`src/rtl/ps2_kbd_port.sv`:
```
// ps2_kbd_port
// Keyboard responder for the CPU I/O read space. Receives PS/2 scan-code
// frames, buffers the data bytes in a small FIFO and presents the FIFO head
// to the bus.
//
// Ports:
//   clk       system clock, all state on the rising edge
//   clrn      synchronous active-low reset
//   ps2_clk   raw PS/2 clock from the keyboard (asynchronous)
//   ps2_data  raw PS/2 data from the keyboard (asynchronous)
//   io_rdn    I/O read strobe, active low, may stay low for several cycles
//   ready     FIFO non-empty (registered)
//   key_data  FIFO head byte, 8'h00 when empty (registered)
//   overflow  sticky: a valid frame was dropped because the FIFO was full
//   frame_err one-cycle pulse on a bad start, parity or stop bit
//
// Bus handshake: an entry is offered while ready=1; it is consumed at the end
// of a read access, i.e. in the cycle where io_rdn is high and was low in the
// previous cycle. key_data therefore holds still for the whole access.
module ps2_kbd_port #(
  parameter int          DEPTH_LOG2 = 3,
  parameter logic [15:0] TIMEOUT    = 16'd50000
) (
  input  logic       clk,
  input  logic       clrn,
  input  logic       ps2_clk,
  input  logic       ps2_data,
  input  logic       io_rdn,
  output logic       ready,
  output logic [7:0] key_data,
  output logic       overflow,
  output logic       frame_err
);

  localparam int                DEPTH = 1 << DEPTH_LOG2;
  localparam logic [DEPTH_LOG2:0] FULL = (DEPTH_LOG2 + 1)'(DEPTH);

  typedef enum logic {IDLE, SHIFT} state_t;

  // Synchronisers: two flops per line, a third on the clock for edge detect.
  logic ps2c_s1_q, ps2c_s2_q, ps2c_s3_q, ps2d_s1_q, ps2d_s2_q;
  logic fall;

  state_t      state_q, state_d;
  logic [3:0]  bitcnt_q, bitcnt_d;
  logic [9:0]  sr_q, sr_d, sr_new;
  logic [15:0] tmo_q, tmo_d;
  logic        frame_err_q, frame_err_d;
  logic        push_req;

  logic [7:0]            mem_q [DEPTH];
  logic [7:0]            mem_d [DEPTH];
  logic [DEPTH_LOG2-1:0] wr_ptr_q, wr_ptr_d, rd_ptr_q, rd_ptr_d;
  logic [DEPTH_LOG2:0]   count_q, count_d;
  logic                  rdn_prev_q;
  logic                  overflow_q, overflow_d;
  logic                  ready_q, ready_d;
  logic [7:0]            key_data_q, key_data_d;
  logic                  pop, push, full;

  assign fall = ps2c_s3_q & ~ps2c_s2_q;

  // Receiver. The shift register only collects d0..d7, parity and stop, so
  // after the stop bit sr_new[7:0] is the byte, [8] parity, [9] stop.
  always_comb begin
    state_d     = state_q;
    bitcnt_d    = bitcnt_q;
    sr_d        = sr_q;
    tmo_d       = tmo_q;
    frame_err_d = 1'b0;
    push_req    = 1'b0;
    sr_new      = {ps2d_s2_q, sr_q[9:1]};
    case (state_q)
      IDLE: begin
        tmo_d = 16'd0;
        if (fall) begin
          if (!ps2d_s2_q) begin
            state_d  = SHIFT;
            bitcnt_d = 4'd1;
          end else begin
            frame_err_d = 1'b1;
          end
        end
      end
      SHIFT: begin
        if (fall) begin
          tmo_d    = 16'd0;
          sr_d     = sr_new;
          bitcnt_d = bitcnt_q + 4'd1;
          if (bitcnt_q == 4'd10) begin
            state_d  = IDLE;
            bitcnt_d = 4'd0;
            // Odd parity: XOR over d0..d7 and the parity bit must be 1.
            if ((^sr_new[8:0]) && sr_new[9]) push_req = 1'b1;
            else                            frame_err_d = 1'b1;
          end
        end else if (tmo_q == TIMEOUT) begin
          // Keyboard went quiet mid-frame: drop it silently.
          state_d  = IDLE;
          bitcnt_d = 4'd0;
          tmo_d    = 16'd0;
        end else begin
          tmo_d = tmo_q + 16'd1;
        end
      end
      default: state_d = IDLE;
    endcase
  end

  // FIFO. A pop in the same cycle frees a slot, so push+pop on a full FIFO
  // is not an overflow.
  always_comb begin
    full       = (count_q == FULL);
    pop        = io_rdn & ~rdn_prev_q & (count_q != '0);
    push       = push_req & (~full | pop);
    overflow_d = overflow_q | (push_req & full & ~pop);
    wr_ptr_d   = wr_ptr_q + DEPTH_LOG2'(push);
    rd_ptr_d   = rd_ptr_q + DEPTH_LOG2'(pop);
    count_d    = count_q + (DEPTH_LOG2 + 1)'(push) - (DEPTH_LOG2 + 1)'(pop);
    mem_d      = mem_q;
    if (push) mem_d[wr_ptr_q] = sr_new[7:0];
    ready_d    = (count_d != '0);
    key_data_d = 8'h00;
    if (ready_d) begin
      // The new head may be the byte being written this very cycle.
      if (push && (rd_ptr_d == wr_ptr_q)) key_data_d = sr_new[7:0];
      else                                key_data_d = mem_q[rd_ptr_d];
    end
  end

  always_ff @(posedge clk) begin
    if (!clrn) begin
      ps2c_s1_q   <= 1'b1;
      ps2c_s2_q   <= 1'b1;
      ps2c_s3_q   <= 1'b1;
      ps2d_s1_q   <= 1'b1;
      ps2d_s2_q   <= 1'b1;
      state_q     <= IDLE;
      bitcnt_q    <= 4'd0;
      sr_q        <= 10'd0;
      tmo_q       <= 16'd0;
      frame_err_q <= 1'b0;
      wr_ptr_q    <= '0;
      rd_ptr_q    <= '0;
      count_q     <= '0;
      rdn_prev_q  <= 1'b1;
      overflow_q  <= 1'b0;
      ready_q     <= 1'b0;
      key_data_q  <= 8'h00;
    end else begin
      ps2c_s1_q   <= ps2_clk;
      ps2c_s2_q   <= ps2c_s1_q;
      ps2c_s3_q   <= ps2c_s2_q;
      ps2d_s1_q   <= ps2_data;
      ps2d_s2_q   <= ps2d_s1_q;
      state_q     <= state_d;
      bitcnt_q    <= bitcnt_d;
      sr_q        <= sr_d;
      tmo_q       <= tmo_d;
      frame_err_q <= frame_err_d;
      wr_ptr_q    <= wr_ptr_d;
      rd_ptr_q    <= rd_ptr_d;
      count_q     <= count_d;
      rdn_prev_q  <= io_rdn;
      overflow_q  <= overflow_d;
      ready_q     <= ready_d;
      key_data_q  <= key_data_d;
    end
  end

  // Storage needs no reset: entries are only read when count says valid.
  always_ff @(posedge clk) begin
    mem_q <= mem_d;
  end

  assign ready     = ready_q;
  assign key_data  = key_data_q;
  assign overflow  = overflow_q;
  assign frame_err = frame_err_q;

endmodule

```
`config.mk`:
```
export PLATFORM = sky130hd
export DESIGN_NAME = ps2_kbd_port
export DESIGN_NICKNAME = d
export VERILOG_FILES = /design/src/rtl/ps2_kbd_port.sv
export SDC_FILE = /design/constraint.sdc
export NUM_CORES = 1
export LEC_CHECK = 0
export ABC_AREA = 1
export ABC_CLOCK_PERIOD_IN_PS = 3200
export CAP_MARGIN = 0
export CORE_MARGIN = 3
export CORE_UTILIZATION = 60
export DETAILED_ROUTE_END_ITERATION = 7
export GPL_TIMING_DRIVEN = 0
export MAX_ROUTING_LAYER = met4
export PLACE_DENSITY = 0.83
export REMOVE_ABC_BUFFERS = 1
export SLEW_MARGIN = 20
export SYNTH_ARGS = -nofsm -noshare
export SYNTH_HDL_FRONTEND = slang
export SYNTH_SLANG_ARGS = --single-unit
```
`constraint.sdc`:
```
create_clock -name clk -period 3.2 [get_ports clk]
set_input_delay 0.64 -clock clk [delete_from_list [all_inputs] [get_ports clk]]
set_output_delay 0.64 -clock clk [all_outputs]
set_load 0.05 [all_outputs]
```
==> results.yml, run 1 <==
run_status:
  status: "completed"
yosys:
  synthFlopType: "edfxtp_1"
  synth-simple-area-share_pct: 22.5
  synth_compound_area_share_pct: 6.52
  yosys.area.top_type_share_pct: 36.8
  syn_area_sq_um: 5220
  ys_seq_area_share_pct: 58.7
  synth_common_cells: "nand2_1, inv_1, edfxtp_1"
  yosysTopAreaCell: "edfxtp_1"
  synth_mux_area_share_pct: 0
  synth_edf_count: 64
  yosysMostFrequentCell: "nand2_1"
  synthCells: 562
  synthXorXnorAreaFrac_pct: 2.18
  synthAdderAreaFrac_pct: 3.50
  ys_types: 37
  synth_area_leaders: "edfxtp_1, dfxtp_1, nand2_1, inv_1, nand3_1"
  synth_top_family_by_area: "simple AND/OR/NAND/NOR gates"
  avgSynthCellArea_sq_um: 9.29
  synthArstFlopShare_pct: 0
  synth_seq_cells: 121
  yosys_warnings: 0
grt:
  track_usage_pct: 24.2
  grt_pass1_wl_mm: 18.2
  antenna_found_initial: 0
  gr-total-overflow: 0
  grt_pass1_vias: 3890
  grt_max_degree: 48
floorplanning:
  fp-row-count: 33
  die_x_microns: 99.3
  ioPinCount: 16
  die_h_microns: 99.3
  die-area_sq_um: 9860
  fp.coreArea_sq_um: 8340
  start_util_pct: 62.6
route:
  viasPerCell: 5.51
  drc_errors: 0
  vias: 3873
  drt_iter0_markers: 239
  ant_nets: 0
  wl_per_cell_microns: 15.4
  firstDrtPassIters: 6
  finalWirelength_mm: 10.9
place:
  dpl_cell_area_sq_um: 5450
  dp.cells: 663
  gp_congestion: 0.874
  dp_hpwl_mm: 6.67
  pre_cts_ws_ns: -0.869
  place.port_buffers: 15
cts:
  cts_tree: "done"
  path_clk_slew_ns: 0.06
  htreeDepth: 4
  worstSkewPairLatency_ns: 0.51
  cts-hold-fix-buffers: 0
  cts-root-buf: "clkbuf_8"
  clkSinkCount: 121
  ctsLongestPathBuffers: 2
  cts_buffers: 17
critical_path:
  r2r_cells: 19
  timing_worst_setup_path_type: "reg -> reg"
  worstPathRequired_ns: 3.60
  arrival_ns: 3.33
  cp_max_fo: 13
  startpoint: "sr_q[7]$_SDFFE_PN0P_"
  timing.rr.start: "sr_q[7]$_SDFFE_PN0P_"
  endpoint_kind: "flip-flop"
  worstSetupStartpointType: "flip-flop"
min_path:
  hold_path_depth: 1
  hold_start: "ps2c_s1_q$_SDFF_PN1_"
  hp-class: "reg -> reg"
final_layout:
  fin_nets: 604
  fin_util_pct: 73.2
  design_area_sq_um: 6100
  drive_gt1_share_pct: 13.4
  syn_to_final_growth_pct: 16.9
  final-instance-count-excl-fill: 703
  antennaDiodeCount: 0
power_and_ir_drop:
  power.total_mw: 3.70
  leakage_nw: 2.51
  powerDensity_nw_per_um2: 606
  peakVddDrop_mv: 0.437
sta:
  setup-violations-final: 0
  worst_pin_slew_ns: 0.831
  post-route-min-period_ns: 2.93
  hold_violations: 0
  skew_ns: 0.00765
  max-slew-margin-rel_pct: 44.3
  fin_hold_ws_ns: 0.416
  timing.fmax_mhz: 341
  setup_tns_ns: 0
  finalMaxSlewViolations: 0
  finalCritPeriodShare_pct: 91.7
  postLayoutSetupSlackWorst_ns: 0.265
job:
  drv_cap: 0
[critical path, stage by stage (launching register included)]
cell     delay, ns
dfxtp_2       0.46
inv_1         0.11
nand2_1       0.08
nand2_1       0.06
nand2_2       0.06
nand3_1       0.09
nand2_1       0.08
nand2_1       0.06
nand2_2       0.11
nand2_2       0.10
nand2_1       0.14
nand2_1       0.09
ha_1          0.21
fa_1          0.39
xnor2_1       0.17
nor2_1        0.08
nor3_2        0.20
o21ai_4       0.16
nand2_1       0.11
nor2_1        0.05
[layer usage]
metal	vias to the layer above	share of wire (%)	global-route usage, %
met5	-	0	-
met4	0	1.6	7.77
met3	24	6.1	7.01
met2	138	51	39.2
met1	1815	41	29.4
li1	1896	-	-
[layout make-up]
| class | instances | area [sq um] |
|---|---|---|
| sequential | 121 | 3070 |
| clock buffer | 18 | 428 |
| timing repair buffer | 22 | 203 |
| multi-input combinational | 353 | 1890 |
| clock inverter | 14 | 100 |
| inverter | 69 | 267 |
| timing repair inverter | 1 | 5.00 |
| tap | 105 | 131 |
| fill | 587 | 2240 |
[final timing paths]
kind / endpoint / slack [ns]
worst max-delay path: key_data[0]$_SDFF_PN0_ / 0.27
worst min-delay path: ps2c_s2_q$_SDFF_PN1_ / 0.42
worst max register to register: key_data[0]$_SDFF_PN0_ / 0.27
worst min register to register: ps2c_s2_q$_SDFF_PN1_ / 0.42
[power breakdown]
part | switching, mW | internal [mW]
clock network | 0.697 | 0.969
logic | 0.255 | 0.116
registers | 0.0127 | 1.65
[registers in the layout, summed over array words and instances, names as in the netlist, 3 cells and up]
name      count
wr_ptr_q      3
rd_ptr_q      3
sr_q          9
tmo_q        16
bitcnt_q      4
mem_q        64
key_data      8
count_q       4
[cells in the final DEF (no fill, tap or decap), types with 3 or more instances in the layout]
| cell type | instances |
|---|---|
| nand2_1 | 130 |
| inv_1 | 64 |
| edfxtp_1 | 64 |
| dfxtp_1 | 50 |
| nand3_1 | 44 |
| nor2_1 | 44 |
| a21oi_1 | 32 |
| o21ai_0 | 24 |
| clkbuf_16 | 16 |
| clkdlybuf4s50_1 | 15 |
| ha_1 | 11 |
| nor3_2 | 9 |
| nand4_1 | 9 |
| xor2_1 | 7 |
| nor3_1 | 7 |
| clkinvlp_4 | 7 |
| buf_4 | 7 |
| dfxtp_2 | 6 |
| xnor2_1 | 5 |
| nand2_2 | 4 |
| or2_2 | 4 |
| inv_2 | 3 |
| nor2_4 | 3 |
| clkinv_2 | 3 |
| clkinv_4 | 3 |
[logic make-up (layout without fill, tap and decap cells)]
kind of cell,after synthesis,count (layout)
and+or+nand+nor,262,262
DFF,121,121
buffers and inverters,88,124
AOI/OAI and AO/OA,64,64
adders and majority gates,14,14
xor gates and xnor gates,13,13
[what timing repair did]
action / 4_1_cts / 5_1_grt
endpoints found under the setup margin: 8 / 9
pin swaps: 0 / 2
resized for setup: 5 / 13
setup buffers: 0 / 7
gates cloned: 0 / 1
(Power assumes the default switching activity.)
==> run 2, diff against run 1 <==
==> constraint.sdc (replaced) <==
create_clock -name clk -period 3.2 [get_ports clk]
set_input_delay 0.48 -clock clk [delete_from_list [all_inputs] [get_ports clk]]
set_output_delay 0.48 -clock clk [all_outputs]
set_load 0.05 [all_outputs]
==> run 2 against run 1 <==
Clock power barely moved. Highest routed layer unchanged. Largest cell class unchanged. Sequential share of layout area did not move. Sequential power is essentially flat. Cell count unchanged.
==> results.yml, run 2 (synthesized netlist as in run 1, its figures left out) <==
run_status:
  status: "completed"
route:
  firstDrtPassIters: 6
  wl_per_cell_microns: 15.4
  finalWirelength_mm: 10.8
  viasPerCell: 5.45
  drt_iter0_markers: 234
  drc_errors: 0
  ant_nets: 0
  vias: 3829
grt:
  antenna_found_initial: 0
  grt_pass1_vias: 3890
  track_usage_pct: 24.2
  gr-total-overflow: 0
  grt_max_degree: 48
  grt_pass1_wl_mm: 18.2
place:
  pre_cts_ws_ns: -0.709
  dp.cells: 663
  place.port_buffers: 15
  gp_congestion: 0.874
  dp_hpwl_mm: 6.67
critical_path:
  r2r_cells: 19
  cp_top_family: "simple AND/OR/NAND/NOR gates"
  rrSetupSlack_ns: 0.26
  path_cells: "inv_1 -> nand2_1 -> nand2_1 -> nand2_2 -> nand3_1 -> nand2_1 -> nand2_1 -> nand2_2 -> nand2_2 -> nand2_1 -> nand2_1 -> ha_1 -> fa_1 -> nand2_1 -> inv_1 -> nor3_2 -> o21ai_4 -> nand2_1 -> nor2_1"
  worstPathRequired_ns: 3.60
  cpPeakStageDelay_ns: 0.47
  rr_endpoint: "key_data[0]$_SDFF_PN0_"
  endpoint_kind: "flip-flop"
  cpMostUsedCell: "nand2_1"
  cp_slowest_cell: "dfxtp_2"
  startpoint: "sr_q[7]$_SDFFE_PN0P_"
  timing_worst_setup_path_type: "reg -> reg"
  arrival_ns: 3.34
  cp_max_fo: 13
  timing.rr.start: "sr_q[7]$_SDFFE_PN0P_"
  crit_buf_inv: 2
  worstSetupStartpointType: "flip-flop"
power_and_ir_drop:
  peakVddDrop_mv: 0.437
  powerDensity_nw_per_um2: 606
  power.total_mw: 3.70
  leakage_nw: 2.51
final_layout:
  reg_top3: "mem_q (64), tmo_q (16), sr_q (9)"
  largest_reg_flops: 64
  final-instance-count-excl-fill: 703
  final_common_cell: "nand2_1"
  drive_gt1_share_pct: 13.4
  fin_util_pct: 73.2
  top_register: "mem_q"
  fin_nets: 604
  antennaDiodeCount: 0
  final_cell_mix: "nand2_1, inv_1, edfxtp_1"
  syn_to_final_growth_pct: 16.9
sta:
  post-route-min-period_ns: 2.94
  max-slew-margin-rel_pct: 45.0
  postLayoutSetupSlackWorst_ns: 0.260
  skew_ns: 0.00986
  timing.fmax_mhz: 340
  finalCritPeriodShare_pct: 91.9
  worst_pin_slew_ns: 0.821
  fin_hold_ws_ns: 0.416
  finalMaxSlewViolations: 0
  setup-violations-final: 0
  hold_violations: 0
cts:
  cts-hold-fix-buffers: 0
  cts-root-buf: "clkbuf_8"
  cts_buffers: 17
  htreeDepth: 4
  path_clk_slew_ns: 0.06
  ctsLongestPathBuffers: 2
  worstSkewPairLatency_ns: 0.52
  clkSinkCount: 121
  cts_tree: "done"
floorplanning:
  start_util_pct: 62.6
  die_h_microns: 99.3
  ioPinCount: 16
  fp-row-count: 33
  die_x_microns: 99.3
  die-area_sq_um: 9860
  fp.coreArea_sq_um: 8340
min_path:
  hp-class: "reg -> reg"
  hold_start: "ps2c_s1_q$_SDFF_PN1_"
  hold_path_depth: 1
  min_to: "ps2c_s2_q$_SDFF_PN1_"
job:
  drv_cap: 0
[run 2: cell counts in the layout (fill, tap and decap cells not counted)]
No cell type changed its count.
[run 2: worst register-to-register path, stage by stage, from the launching register on]
cell and delay (ns):
dfxtp_2 0.47, inv_1 0.12, nand2_1 0.08, nand2_1 0.06, nand2_2 0.06, nand3_1 0.09
nand2_1 0.08, nand2_1 0.06, nand2_2 0.11, nand2_2 0.10, nand2_1 0.14, nand2_1 0.09
ha_1 0.21, fa_1 0.44, nand2_1 0.08, inv_1 0.08, nor3_2 0.24, o21ai_4 0.16
nand2_1 0.11, nor2_1 0.05
[run 2: cell type report]
cell class / instances / area [sq um]
Sequential cell: 121 / 3070
Timing Repair Buffer: 22 / 203
Multi-Input combinational cell: 353 / 1890
Tap cell: 105 / 131
Fill cell: 587 / 2240
Clock inverter: 14 / 100
Clock buffer: 18 / 428
Inverter: 69 / 267
Timing Repair inverter: 1 / 5.00
[run 2: repair_timing]
action,in CTS,in global routing
gates cloned,0,1
resized for setup,5,13
endpoints found under the setup margin,8,9
pin swaps,0,2
buffers inserted,0,7
[run 2: worst max-delay path by stage]
stage	end	slack, ns	depth (start not counted)
floorplan	key_data[0]$_SDFF_PN0_	0.29	12
global placement	key_data[6]$_SDFF_PN0_	-1.10	14
detailed placement	key_data[4]$_SDFF_PN0_	-0.71	15
CTS	key_data[0]$_SDFF_PN0_	0.01	20
global route	key_data[3]$_SDFF_PN0_	-0.03	19
finish	key_data[0]$_SDFF_PN0_	0.26	19
[run 2: where the power goes]
| group | total, mW | switching, mW | internal (mW) |
|---|---|---|---|
| Sequential | 1.66 | 0.0129 | 1.65 |
| Clock | 1.67 | 0.698 | 0.969 |
| Combinational | 0.371 | 0.255 | 0.116 |
[run 2: routing by layer]
layer | vias to the layer above | track usage [%] | wire length [microns]
li1 | 1896 | - | -
met1 | 1813 | 29.4 | 4520
met2 | 108 | 39.2 | 5570
met3 | 12 | 7.01 | 637
met4 | 0 | 7.77 | 119
met5 | - | - | 0
[run 2: stage by stage]
step / cell area [sq um] / TNS, ns
after global routing: 6100 / -0.122
after detailed placement: 5450 / -5.48
after floorplan: 5130 / 0
after global placement: 5410 / -8.55
final: 6100 / 0
after CTS: 6000 / 0
==> patch 1, RTL diff (flow settings as in run 2) <==
`DEPTH_LOG2`: 3 -> 4.
--- a/src/rtl/ps2_kbd_port.sv
+++ b/src/rtl/ps2_kbd_port.sv
@@ -18,7 +18,7 @@
 // of a read access, i.e. in the cycle where io_rdn is high and was low in the
 // previous cycle. key_data therefore holds still for the whole access.
 module ps2_kbd_port #(
-  parameter int          DEPTH_LOG2 = 3,
+  parameter int          DEPTH_LOG2 = 4,
   parameter logic [15:0] TIMEOUT    = 16'd50000
 ) (
   input  logic       clk,
Function: same outputs for any inputs over 10 cycles, from zero or initial values; that may be too few to reach the edited logic, so the function may still have changed.
==> patch 1 against run 2 <==
The run now ends with negative setup slack left. Synthesized area up 55%. Utilization decreased by 0.66 points. Routed wire length grew 100%. Critical endpoint is now key_data[6]$_SDFF_PN0_. Worst setup slack got worse by 380 ps. Power up 56%. Largest cell class unchanged. Combinational power rose to 2.5 times the old value. Cell area is 53% higher. Die area rose by 51%. Sequential cell count increased by 67.
==> patch 1: results (changes against run 2) <==
metric;value;unit;change
layout-drive-gt1-share;0.131;;was 0.134
status;finished with violations;;was finished clean
holdCritStartpoint;ps2c_s2_q$_SDFF_PN1_;;was ps2c_s1_q$_SDFF_PN1_
tightest_slew;892;ps;was 821 ps
grt_max_degree;65;;was 48
multiInputCombCellCount;545;;was 353
synth-seq-cells;188;;was 121
worst_slack;-123;ps;was 260 ps
fin_cells;1047;;was 703
met3_wirelength;2700;um;was 637 um
dpl_cell_area;8330;um^2;was 5450 um^2
finalWirelength;21700;um;was 10,800 um
dp_cells;985;;was 663
r2r-start;sr_q[1]$_SDFFE_PN0P_;;was sr_q[7]$_SDFFE_PN0P_
fillers;794;;was 587
clk_latency;440;ps;was 520 ps
grt_pass1_vias;6084;;was 3,890
multi_input_area_share;0.295;;was 0.310
timing.rr.end;key_data[6]$_SDFF_PN0_;;was key_data[0]$_SDFF_PN0_
drt_iter0_markers;846;;was 234
crit_path_max_incr_delay;380;ps;was 470 ps
grt_pass1_wl;30300;um;was 18,200 um
fin_skew;12.3;ps;was 9.86 ps
holdWs;427;ps;was 416 ps
sh_seq_area;0.544;;was 0.504
nNetsFinal;881;;was 604
whs_path_depth;2;;was 1
finalSetupTns;-849;ps;was 0 ps
clkbuf_count;22;;was 18
wl_met1;7320;um;was 4520 um
power_clock;2.23;mW;was 1.67 mW
p_clk_frac;0.385;;was 0.450
grt_util_met3;0.0761;;was 0.0701
track_usage;0.280;;was 0.242
power-per-cell-area;620;nW/um^2;was 606 nW/um^2
inverters;67;;was 70
dr_wl_met2;10100;um;was 5570 um
powerComb;0.933;mW;was 0.371 mW
p_sw_frac;0.269;;was 0.261
violations;negative setup slack;;
buffer_area_frac;0.0421;;was 0.0332
first_pass_iters;8;;was 6
synth_area_leaders;edfxtp_1 (48%), dfxtp_1 (15%), nand2_1 (11%);;was edfxtp_1 (37%), dfxtp_1 (22%), nand2_1 (9.3%)
cts_root_buffer;clkbuf_16;;was clkbuf_8
hold-path-endpoint;ps2c_s3_q$_SDFF_PN1_;;was ps2c_s2_q$_SDFF_PN1_
synthAdderAreaFrac;0.0226;;was 0.0350
setup_viol;8;;was 0
ir_drop;0.380;mV;was 0.437 mV
hpwl;10300;um;was 6670 um
post-place-ws;-850;ps;was -709 ps
-- patch 1: changes by cell type after synthesis, moves of 10 or more --
cell	change
o21ai_0	-11
edfxtp_1	+64
a21oi_1	-10
nor2_1	+10
inv_1	-14
nand2_1	+113
nand3_1	+86
-- patch 1: worst max-delay path by stage --
stage	from	slack, ps	depth (start not counted)	end
after CTS	sr_q[3]$_SDFFE_PN0P_	9	18	key_data[6]$_SDFF_PN0_
final	sr_q[1]$_SDFFE_PN0P_	-120	19	key_data[6]$_SDFF_PN0_
after detailed placement	io_rdn	-850	15	key_data[1]$_SDFF_PN0_
after global placement	io_rdn	-1800	15	key_data[1]$_SDFF_PN0_
after floorplan	count_q[3]$_SDFF_PN0_	-330	19	key_data[5]$_SDFF_PN0_
after global routing	sr_q[1]$_SDFFE_PN0P_	-220	19	key_data[6]$_SDFF_PN0_
-- patch 1: repair_timing --
item	4_1_cts	5_1_grt
setup endpoints to repair	18	10
setup buffers	11	17
resized for setup	20	17
hold endpoints to repair	0	0
pin swaps	2	3
gates cloned	1	1
==> patch 2, RTL diff (config.mk and constraints of run 2) <==
Made on the original files. Put one more register stage on the output `frame_err`. The value now appears one clock later. The other outputs are not delayed to match. Comments in the files are not updated.
--- a/src/rtl/ps2_kbd_port.sv
+++ b/src/rtl/ps2_kbd_port.sv
@@ -176,7 +176,9 @@
   assign ready     = ready_q;
   assign key_data  = key_data_q;
   assign overflow  = overflow_q;
-  assign frame_err = frame_err_q;
+  always_ff @(posedge clk) begin
+    frame_err <= frame_err_q;
+  end
 
 endmodule
 
Check against the original RTL: not equivalent (a bounded check fails within 10 cycles, from zero or initial values).
==> patch 2 against run 2 <==
Critical path depth down 4. Synthesized area up 0.38%. Cell area up 2.2%. Clock skew up 7.2 ps. Sequential cell count up 1. First-iteration DRC count up 23%. Power up 10%. Worst setup slack worse by 150 ps. Clock power up 21%. Combinational power up 4%. Routed wire length up 7.5%. Critical path type unchanged. Critical endpoint is now key_data[1]$_SDFF_PN0_. Largest power group unchanged. Highest routed layer unchanged.
==> patch 2: results (changes against run 2) <==
metric;value;unit;change
dpl_cell_area;5450;um^2;about the same
grt_max_degree;48;;unchanged
first_pass_iters;8;;was 6
fin_skew;17.1;ps;was 9.86 ps
nNetsFinal;603;;was 604
yosys.cell_types.count;37;;unchanged
crit_path_max_incr_delay;620;ps;was 470 ps
dp_cells;664;;was 663
synth_edf_count;64;;unchanged
dominantRegCellSynth;edfxtp_1;;unchanged
status;finished clean;;unchanged
htree_levels;4;;unchanged
clk_pin_slew;60;ps;about the same
cts.hold.buffers_added;0;;unchanged
hpwl;6720;um;was 6670 um
drt_iter0_markers;288;;was 234
synth-seq-area-share;0.588;;was 0.587
dr_wl_met2;6200;um;was 5570 um
gp_congestion;0.847;;was 0.874
tightest_slew;829;ps;was 821 ps
grt_pass1_vias;3877;;was 3,890
netlist_top_cells_count;nand2_1 (130), inv_1 (65), edfxtp_1 (64), dfxtp_1 (58), nor2_1 (45);;was nand2_1 (130), inv_1 (65), edfxtp_1 (64), dfxtp_1 (57), nor2_1 (45)
worstPathArrival;3490;ps;was 3340 ps
grt_pass1_wl;18500;um;was 18,200 um
via_count;4001;;was 3,829
fin_cells;702;;was 703
critPathTopFamily;simple AND/OR/NAND/NOR gates;;unchanged
wl_met1;4410;um;was 4520 um
track_usage;0.252;;was 0.242
ir_drop;0.468;mV;was 0.437 mV
finalWirelength;11700;um;was 10,800 um
synth_area_leaders;edfxtp_1 (37%), dfxtp_1 (22%), nand2_1 (9.3%);;unchanged
layout-drive-gt1-share;0.132;;was 0.134
fillers;519;;was 587
final_util;0.747;;was 0.732
yosysWarnings;0;;unchanged
crit_path_top_delay_cell;xnor2_2;;was dfxtp_2
hold_class;reg -> reg;;unchanged
met3_wirelength;759;um;was 637 um
post-place-ws;-590;ps;was -709 ps
synth_cells;563;;was 562
leakagePower;2.56;nW;was 2.51 nW
cp_max_fo;16;;was 13
patch 2: layout make-up:
class	instances	share of cell area
clock buffer	17	0.0664
clock inverter	15	0.0337
inverter	69	0.0428
multi-input combinational	353	0.304
sequential	122	0.499
tap	105	0.0211
timing repair buffer	20	0.0329
timing repair inverter	1	0.000803
patch 2: cells by family (layout without fill, tap and decap cells):
kind of cell	after synthesis	in the layout	share of synthesized area
and+or+nand+nor	262	262	0.224
DFF	122	122	0.588
buffers and inverters	88	122	0.0664
AOI/OAI and AO/OA	64	64	0.0649
adders and majority gates	14	14	0.0349
xor gates and xnor gates	13	13	0.0217
patch 2: worst paths after layout:
check	start	endpoint	slack, ps	cells after the start
setup reg to reg	count_q[2]$_SDFF_PN0_	key_data[1]$_SDFF_PN0_	110	15
hold / removal	frame_err_q$_SDFF_PN0_	frame_err$_DFF_P_	340	0
setup / recovery	count_q[2]$_SDFF_PN0_	key_data[1]$_SDFF_PN0_	110	15
hold reg to reg	frame_err_q$_SDFF_PN0_	frame_err$_DFF_P_	340	0
patch 2: per-layer routing:
metal,up-vias,global-route usage
li1,1902,-
met1,1867,0.286
met2,200,0.429
met3,32,0.0575
met4,0,0.105
met5,-,-
patch 2: timing repair:
action / in CTS / in global routing
pin swaps: 0 / 3
buffers inserted: 0 / 5
endpoints found under the setup margin: 9 / 9
gates resized for setup: 8 / 16
cloned: 0 / 1
patch 2: power by group:
group / total (mW) / leakage, nW / switching (mW) / internal [mW]
sequential: 1.67 / 1.21 / 0.0132 / 1.66
combinational: 0.387 / 1.06 / 0.265 / 0.122
clock: 2.02 / 0.296 / 0.734 / 1.28
